**src/rtl/stream_demux1to2.sv**
```systemverilog
// 1-to-2 valid/ready packet demultiplexer with one register slot per output.
// Optional per-output packet counters are enabled with `define DEMUX_STATS_EN.
module stream_demux1to2 #(
  parameter int unsigned DATA_W = 8
`ifdef DEMUX_STATS_EN
  ,
  parameter int unsigned CNT_W  = 16
`endif
) (
  input  logic              clk,
  input  logic              rst,
  input  logic              in_valid,
  output logic              in_ready,
  input  logic [DATA_W-1:0] in_data,
  input  logic              in_last,
  input  logic              sel,
  output logic              out0_valid,
  input  logic              out0_ready,
  output logic [DATA_W-1:0] out0_data,
  output logic              out0_last,
  output logic              out1_valid,
  input  logic              out1_ready,
  output logic [DATA_W-1:0] out1_data,
  output logic              out1_last
`ifdef DEMUX_STATS_EN
  ,
  output logic [CNT_W-1:0]  out0_pkt_cnt,
  output logic [CNT_W-1:0]  out1_pkt_cnt
`endif
);

  typedef enum logic [1:0] {
    ST_IDLE = 2'd0,
    ST_PKT0 = 2'd1,
    ST_PKT1 = 2'd2
  } state_t;

  typedef struct packed {
    logic              last;
    logic [DATA_W-1:0] data;
  } beat_t;

  state_t r_state;

  logic  r_out0_valid;
  beat_t r_out0_beat;
  logic  r_out1_valid;
  beat_t r_out1_beat;

  logic  w_target;
  logic  w_accept;
  logic  w_load0;
  logic  w_load1;
  logic  w_drain0;
  logic  w_drain1;
  beat_t w_in_beat;

  // sel only matters on the first beat; mid-packet the locked output wins
  assign w_target  = (r_state == ST_IDLE) ? sel : (r_state == ST_PKT1);
  assign in_ready  = w_target ? (!r_out1_valid || out1_ready)
                              : (!r_out0_valid || out0_ready);
  assign w_accept  = in_valid && in_ready;
  assign w_load0   = w_accept && !w_target;
  assign w_load1   = w_accept && w_target;
  assign w_drain0  = r_out0_valid && out0_ready;
  assign w_drain1  = r_out1_valid && out1_ready;
  assign w_in_beat = '{last: in_last, data: in_data};

  // Packet-lock FSM
  always_ff @(posedge clk) begin
    if (rst) begin
      r_state <= ST_IDLE;
    end else if (w_accept) begin
      case (r_state)
        ST_IDLE: begin
          if (!in_last) begin
            r_state <= sel ? ST_PKT1 : ST_PKT0;
          end
        end
        ST_PKT0, ST_PKT1: begin
          if (in_last) begin
            r_state <= ST_IDLE;
          end
        end
        default: r_state <= ST_IDLE;
      endcase
    end
  end

  // Output slot 0: a refill takes priority over a drain in the same cycle
  always_ff @(posedge clk) begin
    if (rst) begin
      r_out0_valid <= 1'b0;
      r_out0_beat  <= '0;
    end else if (w_load0) begin
      r_out0_valid <= 1'b1;
      r_out0_beat  <= w_in_beat;
    end else if (w_drain0) begin
      r_out0_valid <= 1'b0;
    end
  end

  // Output slot 1
  always_ff @(posedge clk) begin
    if (rst) begin
      r_out1_valid <= 1'b0;
      r_out1_beat  <= '0;
    end else if (w_load1) begin
      r_out1_valid <= 1'b1;
      r_out1_beat  <= w_in_beat;
    end else if (w_drain1) begin
      r_out1_valid <= 1'b0;
    end
  end

  assign out0_valid = r_out0_valid;
  assign out0_data  = r_out0_beat.data;
  assign out0_last  = r_out0_beat.last;
  assign out1_valid = r_out1_valid;
  assign out1_data  = r_out1_beat.data;
  assign out1_last  = r_out1_beat.last;

`ifdef DEMUX_STATS_EN
  logic [CNT_W-1:0] r_out0_pkt_cnt;
  logic [CNT_W-1:0] r_out1_pkt_cnt;

  // Saturating count of packets that completed on each output
  always_ff @(posedge clk) begin
    if (rst) begin
      r_out0_pkt_cnt <= '0;
      r_out1_pkt_cnt <= '0;
    end else begin
      if (w_drain0 && r_out0_beat.last && (r_out0_pkt_cnt != {CNT_W{1'b1}})) begin
        r_out0_pkt_cnt <= r_out0_pkt_cnt + CNT_W'(1);
      end
      if (w_drain1 && r_out1_beat.last && (r_out1_pkt_cnt != {CNT_W{1'b1}})) begin
        r_out1_pkt_cnt <= r_out1_pkt_cnt + CNT_W'(1);
      end
    end
  end

  assign out0_pkt_cnt = r_out0_pkt_cnt;
  assign out1_pkt_cnt = r_out1_pkt_cnt;
`endif

endmodule

```
**config.mk**
```make
export PLATFORM = sky130hd
export DESIGN_NAME = stream_demux1to2
export DESIGN_NICKNAME = d
export VERILOG_FILES = /design/src/rtl/stream_demux1to2.sv
export SDC_FILE = /design/constraint.sdc
export NUM_CORES = 1
export LEC_CHECK = 0
export BUFFER_PORTS_ARGS = -buffer_cell sky130_fd_sc_hd__buf_2
export CORE_ASPECT_RATIO = 1.1
export CORE_MARGIN = 3
export CORE_UTILIZATION = 50
export DETAILED_ROUTE_END_ITERATION = 7
export PLACE_DENSITY = 0.89
export RECOVER_POWER = 50
export SETUP_SLACK_MARGIN = 0.15
export SLEW_MARGIN = 40
export SYNTH_ARGS = -nofsm -noshare
export SYNTH_HDL_FRONTEND = slang
export SYNTH_SLANG_ARGS = --single-unit
```
**constraint.sdc**
```tcl
create_clock -name clk -period 2.65 [get_ports clk]
set_clock_uncertainty 0.1 [all_clocks]
set_input_delay 0.265 -clock clk [delete_from_list [all_inputs] [get_ports clk]]
set_output_delay 0.265 -clock clk [all_outputs]
set_load 0.1 [all_outputs]
```
---- Word-level counts from Yosys, hierarchy flattened ----
Cells that the tools add are included.
storage, ports and cells
  register bits ........................... 22
  latch bits .............................. 0
  RAM bits ................................ 0
  memory bits (read-only) ................. 0
  input bits .............................. 15
  output and inout bits ................... 21
  logic and storage cells ................. 36
  memories ................................ 0
operators by class
  add/sub/neg operators ................... 0
  multiply operators ...................... 0
  div/mod/pow operators ................... 0
  $lt $le $gt $ge ......................... 0
  equality and inequality tests ........... 4
  shift-type cells ........................ 0
  multiplexer cells ....................... 10
  bitwise gates (word level) .............. 0
  reduce and logical (&&, ||, !) cells .... 15
operators with widths
  kind                                            count
  2-to-1 mux 1 bit                                6
  2-to-1 mux 2 bit                                3
  logical AND 1 bit                               5
  inequality test 2 bit (second input constant)   2
  one-hot mux 2 bit (2 select lines)              1
  nonzero test 2 bit                              2
  logical NOT 1 bit                               3
  AND reduction 3 bit                             1
  == test 2 x 1 -> 1 bit (second input constant)  1
  == test 2 bit (second input constant)           1
  logical NOT 2 bit                               1
  logical OR 1 bit                                2
  OR reduction 2 bit                              1

---- Logic depth before layout (Yosys ltp) ----
  depth after elaboration ................. 6
  depth in mapped cells ................... 7
  depth with buffers taken out ............ 6

---- Least setup slack after synthesis ----
Ideal clock, no wire load.
  path type ............................... reg-to-output
  start ................................... register r_out1_valid (netlist: out1_valid)
  end ..................................... output in_ready
  data arrival time ....................... 1,752 ps
  data required time ...................... 2,285 ps
  slack ................................... 533 ps
  stages on the path, launching flop included .. 3
  path buffers ............................ 0
  cells stage by stage .................... dfxtp_1 or2b_1 mux2_2
between the ends
  longest elaborated chain between the ends .. 3
ends and longest elaborated chain
  what                    line  source
  start, declared         47    logic r_out1_valid;
  start signal, assigned  106   r_out1_valid <= 1'b0;
  start signal, assigned  109   r_out1_valid <= 1'b1;
  start signal, assigned  112   r_out1_valid <= 1'b0;
  logical NOT 1 bit       60    assign in_ready = w_target ? (!r_out1_valid || out1_ready)
  logical OR 1 bit        60
  2-to-1 mux 1 bit        60
  end, declared           13    output logic in_ready,
No other way between the ends.

---- Final worst setup path ----
  start ................................... register r_state[0]
  end ..................................... output in_ready
between the ends
  longest elaborated chain between the ends .. 3
  elaborated cells between the ends (all ways) .. 4
  those cells by class .................... eq/ne (1); mux (2); reduce/logical (1)
ends and longest elaborated chain
  what                                                       line  source
  start, declared                                            43    state_t r_state;
  start signal, assigned                                     77    r_state <= sel ? ST_PKT1 : ST_PKT0;
  == test 2 bit / logical NOT 2 bit (equally long branches)  59    assign w_target = (r_state == ST_IDLE) ? sel : (r_state == ST_PKT1);
  2-to-1 mux 1 bit *                                         59
  2-to-1 mux 1 bit *                                         60
Every way passes the cells marked *; elsewhere a longest branch is shown, timed or not.

==> results_tabular.tex <==
\begin{tabular}{lr}
\hline
Metric & Value \\
\hline
\multicolumn{2}{l}{\textbf{Logic synthesis}} \\
Number of synthesized register bits & 22 \\
Synth top area cells & dfxtp\_1, mux2i\_1, nor2\_1 \\
Combined area of all synthesized cells & 913 um2 \\
Compound-gate portion of the synthesized area & 5.21\% \\
Post-synthesis adder-cell area fraction & 2.74\% \\
Leading area contributor after synthesis & dfxtp\_1 \\
Most frequent cell after synthesis & dfxtp\_1 \\
Synthesized area per cell & 11.0 um2 \\
Number of standard cells after synthesis & 83 \\
Simple-Gate Fraction of Synth Area & 15.3\% \\
Sequential area share after synthesis & 48.2\% \\
Yosys Warn Count & 0 \\
Most common flop cell mapped by yosys & dfxtp\_1 \\
Post-synthesis cell type count & 20 \\
Multiplexer share of the synthesized area & 22.5\% \\
Number of enable flip-flop cells after synthesis & 0 \\
Fraction of synthesized cell area in xor and xnor cells & 0\% \\
Synth Net Count & 100 \\
Async set-or-reset flop fraction in the synthesized netlist & 0\% \\
Top post-synthesis cells by count & dfxtp\_1, mux2i\_1, nor2\_1 \\
Share of the synthesized area in the top cell type & 48.2\% \\
Dominant combinational cell family by area after synthesis & multiplexers \\
\multicolumn{2}{l}{\textbf{STA}} \\
Fmax & 0.448 GHz \\
Final Setup Violations & 0 \\
Number of max-slew violations in the final report & 0 \\
Setup TNS after final layout & 0 ps \\
Worst hold margin & roughly 100 ps \\
Worst-case setup margin in the final layout & 416 ps \\
Portion of the clock cycle consumed by the worst path in the final layout & 84.3\% \\
Final Hold Violating Endpoints & 0 \\
Post-layout minimum cycle time & 2230 ps \\
Setup repair after global routing missed its margin & false \\
Slew at the pin closest to its max-slew limit & 1180 ps \\
Max transition margin & 21.5\% \\
\multicolumn{2}{l}{\textbf{Hold path}} \\
End of the worst hold path & out1\_data[4] \\
Hold path depth & 3 \\
Launch point of the worst hold path & in\_data[4] \\
Kind of path behind the tightest hold check & in2reg \\
\multicolumn{2}{l}{\textbf{Finish}} \\
Non-filler instance count after layout & 134 \\
Area Overhead vs Synth & 15.1\% \\
Fin nets & approximately 140 \\
Proportion of layout cells with a drive suffix above 1 & 18.8\% \\
Ant. Diodes & 0 \\
Final design instance area without fill & 0.00105 mm2 \\
\multicolumn{2}{l}{\textbf{Detailed routing}} \\
DR DRC count & 0 \\
Count of TritonRoute iterations in the first routing pass & 4 \\
WL/cell & 13.1 um \\
Total wire length after detailed routing & about 1800 um \\
Violation count after the first detailed-routing iteration & 11 \\
Routed via count divided by cell count & 5.15 \\
Overall via count from detail\_route & between 600 and 700 \\
Final antenna-violating net count & 0 \\
\multicolumn{2}{l}{\textbf{Floorplanning}} \\
Effective utilization at floorplan & 55.3\% \\
Total die area & 0.00238 mm2 \\
Die width & 46.8 um \\
Ports & 36 \\
Row Count & 15 \\
Vertical die dimension & about 51 um \\
Std-Cell Core Area & 0.00165 mm2 \\
\multicolumn{2}{l}{\textbf{Pwr}} \\
Relative contribution of the clock network to total power & $\sim$19\% \\
Seq pwr share & 47.4\% \\
Power per Cell Area & $\sim$730 mW/mm2 \\
Switch share & around two fifths \\
Int Power & 0.458 mW \\
Worst IR Drop VDD & 438 uV \\
Combinational cell fraction of total power & 33.3\% \\
NetSw & 0.308 mW \\
Pleak & 0.508 nW \\
\multicolumn{2}{l}{\textbf{Critical path}} \\
Worst Path Arrival & 1870 ps \\
Cells along the critical path & inv\_1, ha\_1, mux2i\_2, mux2\_2, buf\_2 \\
Number of cells on the worst reg-to-reg path & 6 \\
Endpoint of the most critical register-to-register path & r\_state[0] \\
Crit-path max cell delay & 360 ps \\
Kind of end point of the critical path & output pin \\
Worst-path maximum fanout & 3 \\
CP Launch Type & register \\
Source of the worst register-to-register timing path & r\_state[0] \\
Max stage delay cell, worst path & mux2\_2 \\
Worst setup slack for register-to-register paths & between 400 and 500 ps \\
WS Path Type & reg2out \\
Worst Path Required & 2290 ps \\
\multicolumn{2}{l}{\textbf{Global routing}} \\
Antenna violations before repair & 0 \\
First-pass GRT wire length & 2960 um \\
Maximum number of pins on one net before global-route repair & 24 \\
Overall overflow remaining after global route & 0 \\
Combined global-route utilization of all metal layers & 17.3\% \\
Vias in the first global route & 684 \\
\multicolumn{2}{l}{\textbf{Place}} \\
Gpl congestion & $\sim$0.68 \\
Dpl ws & $\sim$690 ps \\
I/O Buffers & 35 \\
Cell total after placement & around 130 \\
Post-detailed-placement half-perimeter wirelength & 1340 um \\
Area of placed instances & around 0.0011 mm2 \\
\multicolumn{2}{l}{\textbf{CTS}} \\
Register clock-pin slew on the reported worst setup and hold paths & 120 ps \\
Total number of H-tree levels & 1 \\
Total clock buffers created by CTS & 3 \\
Number of post-CTS setup repair buffers & 0 \\
Largest buffer count on any clock path & 2 \\
TritonCTS clock tree & built \\
Insertion delay of the later-clocked pin in the worst-skew pair & roughly 300 ps \\
CTS Hold Bufs & 0 \\
Number of sinks driven by the clock tree & 22 \\
Post-cts repair resize count & 0 \\
Library cell used as clock root buffer & clkbuf\_4 \\
\multicolumn{2}{l}{\textbf{Run}} \\
Reported max-cap violation count & 0 \\
\multicolumn{2}{l}{\textbf{Outcome}} \\
Status & finished, final reports clean \\
\hline
\end{tabular}
## logic make-up (layout without fill, tap and decap cells)
group / count (synthesis) / after routing
adder cells (fa/ha/maj): 2 / 2
AO/OA/AOI/OAI: 6 / 6
AND/OR/NAND/NOR: 26 / 26
flip-flops: 22 / 22
buffers and inverters: 7 / 41
multiplexers: 20 / 20
## power groups by stage
stage                     logic (mW)  clock network, mW  registers [mW]
after global placement         0.259                  0           0.369
after detailed placement       0.264                  0           0.370
after floorplan               0.0863                  0           0.510
after CTS                      0.264              0.150           0.363
after global routing           0.267              0.166           0.366
final                          0.255              0.148           0.363
## critical path, delay by kind of cell, from the launching register on
kind	cells	cell delay, ps
adder cells (fa/ha/maj)	1	220
buffers and inverters	2	370
flip-flops	1	330
multiplexers	2	650
## per-layer routing
layer	share of wire [%]	track usage [%]
met2	49	28.4
met4	1.0	5.53
met3	7.5	6.69
met5	0	0
met1	42	20.1
## worst max path at each step
stage | from | endpoint | slack, ps
final | r_state[0] | in_ready | 420
after global routing | r_state[0] | r_state[0] | 290
after CTS | r_state[0] | in_ready | 390
after detailed placement | r_state[0] | r_state[0] | 690
after global placement | r_state[0] | r_state[0] | 780
after floorplan | out1_valid | in_ready | 530
## stage by stage
| step | power [mW] | utilization (%) |
|---|---|---|
| 3_3_place_gp | 0.628 | 64.5 |
| 2_1_floorplan | 0.596 | - |
| 3_5_place_dp | 0.634 | 64.5 |
| 5_1_grt | 0.800 | 63.6 |
| 6_report | 0.765 | 63.6 |
| 4_1_cts | 0.777 | 65.9 |
## cell type report
cell class / instances / area (um2)
Timing Repair Buffer: 35 / 150
Multi-Input combinational cell: 54 / 405
Fill cell: 160 / 601
Inverter: 3 / 11.3
Clock buffer: 3 / 22.5
Tap cell: 17 / 21.3
Sequential cell: 22 / 440
## sequential cells by signal (all words and copies together), names as in the netlist
| name | count |
|---|---|
| out0_data | 8 |
| out0_last | 1 |
| out0_valid | 1 |
| out1_data | 8 |
| out1_last | 1 |
| out1_valid | 1 |
| r_state | 2 |
## layout by cell type, fill, tap and decap left out, drive strengths merged
cell type and instances:
nand3 1, o2bb2ai 2, ha 2, or4b 1, nand2b 3, buf 15
a21oi 3, mux2i 19, nand3b 1, mux2 1, dfxtp 22, clkbuf 23
nor2b 1, nor2 18, a221oi 1, or2b 1, inv 3
(Power assumes the default switching activity.)
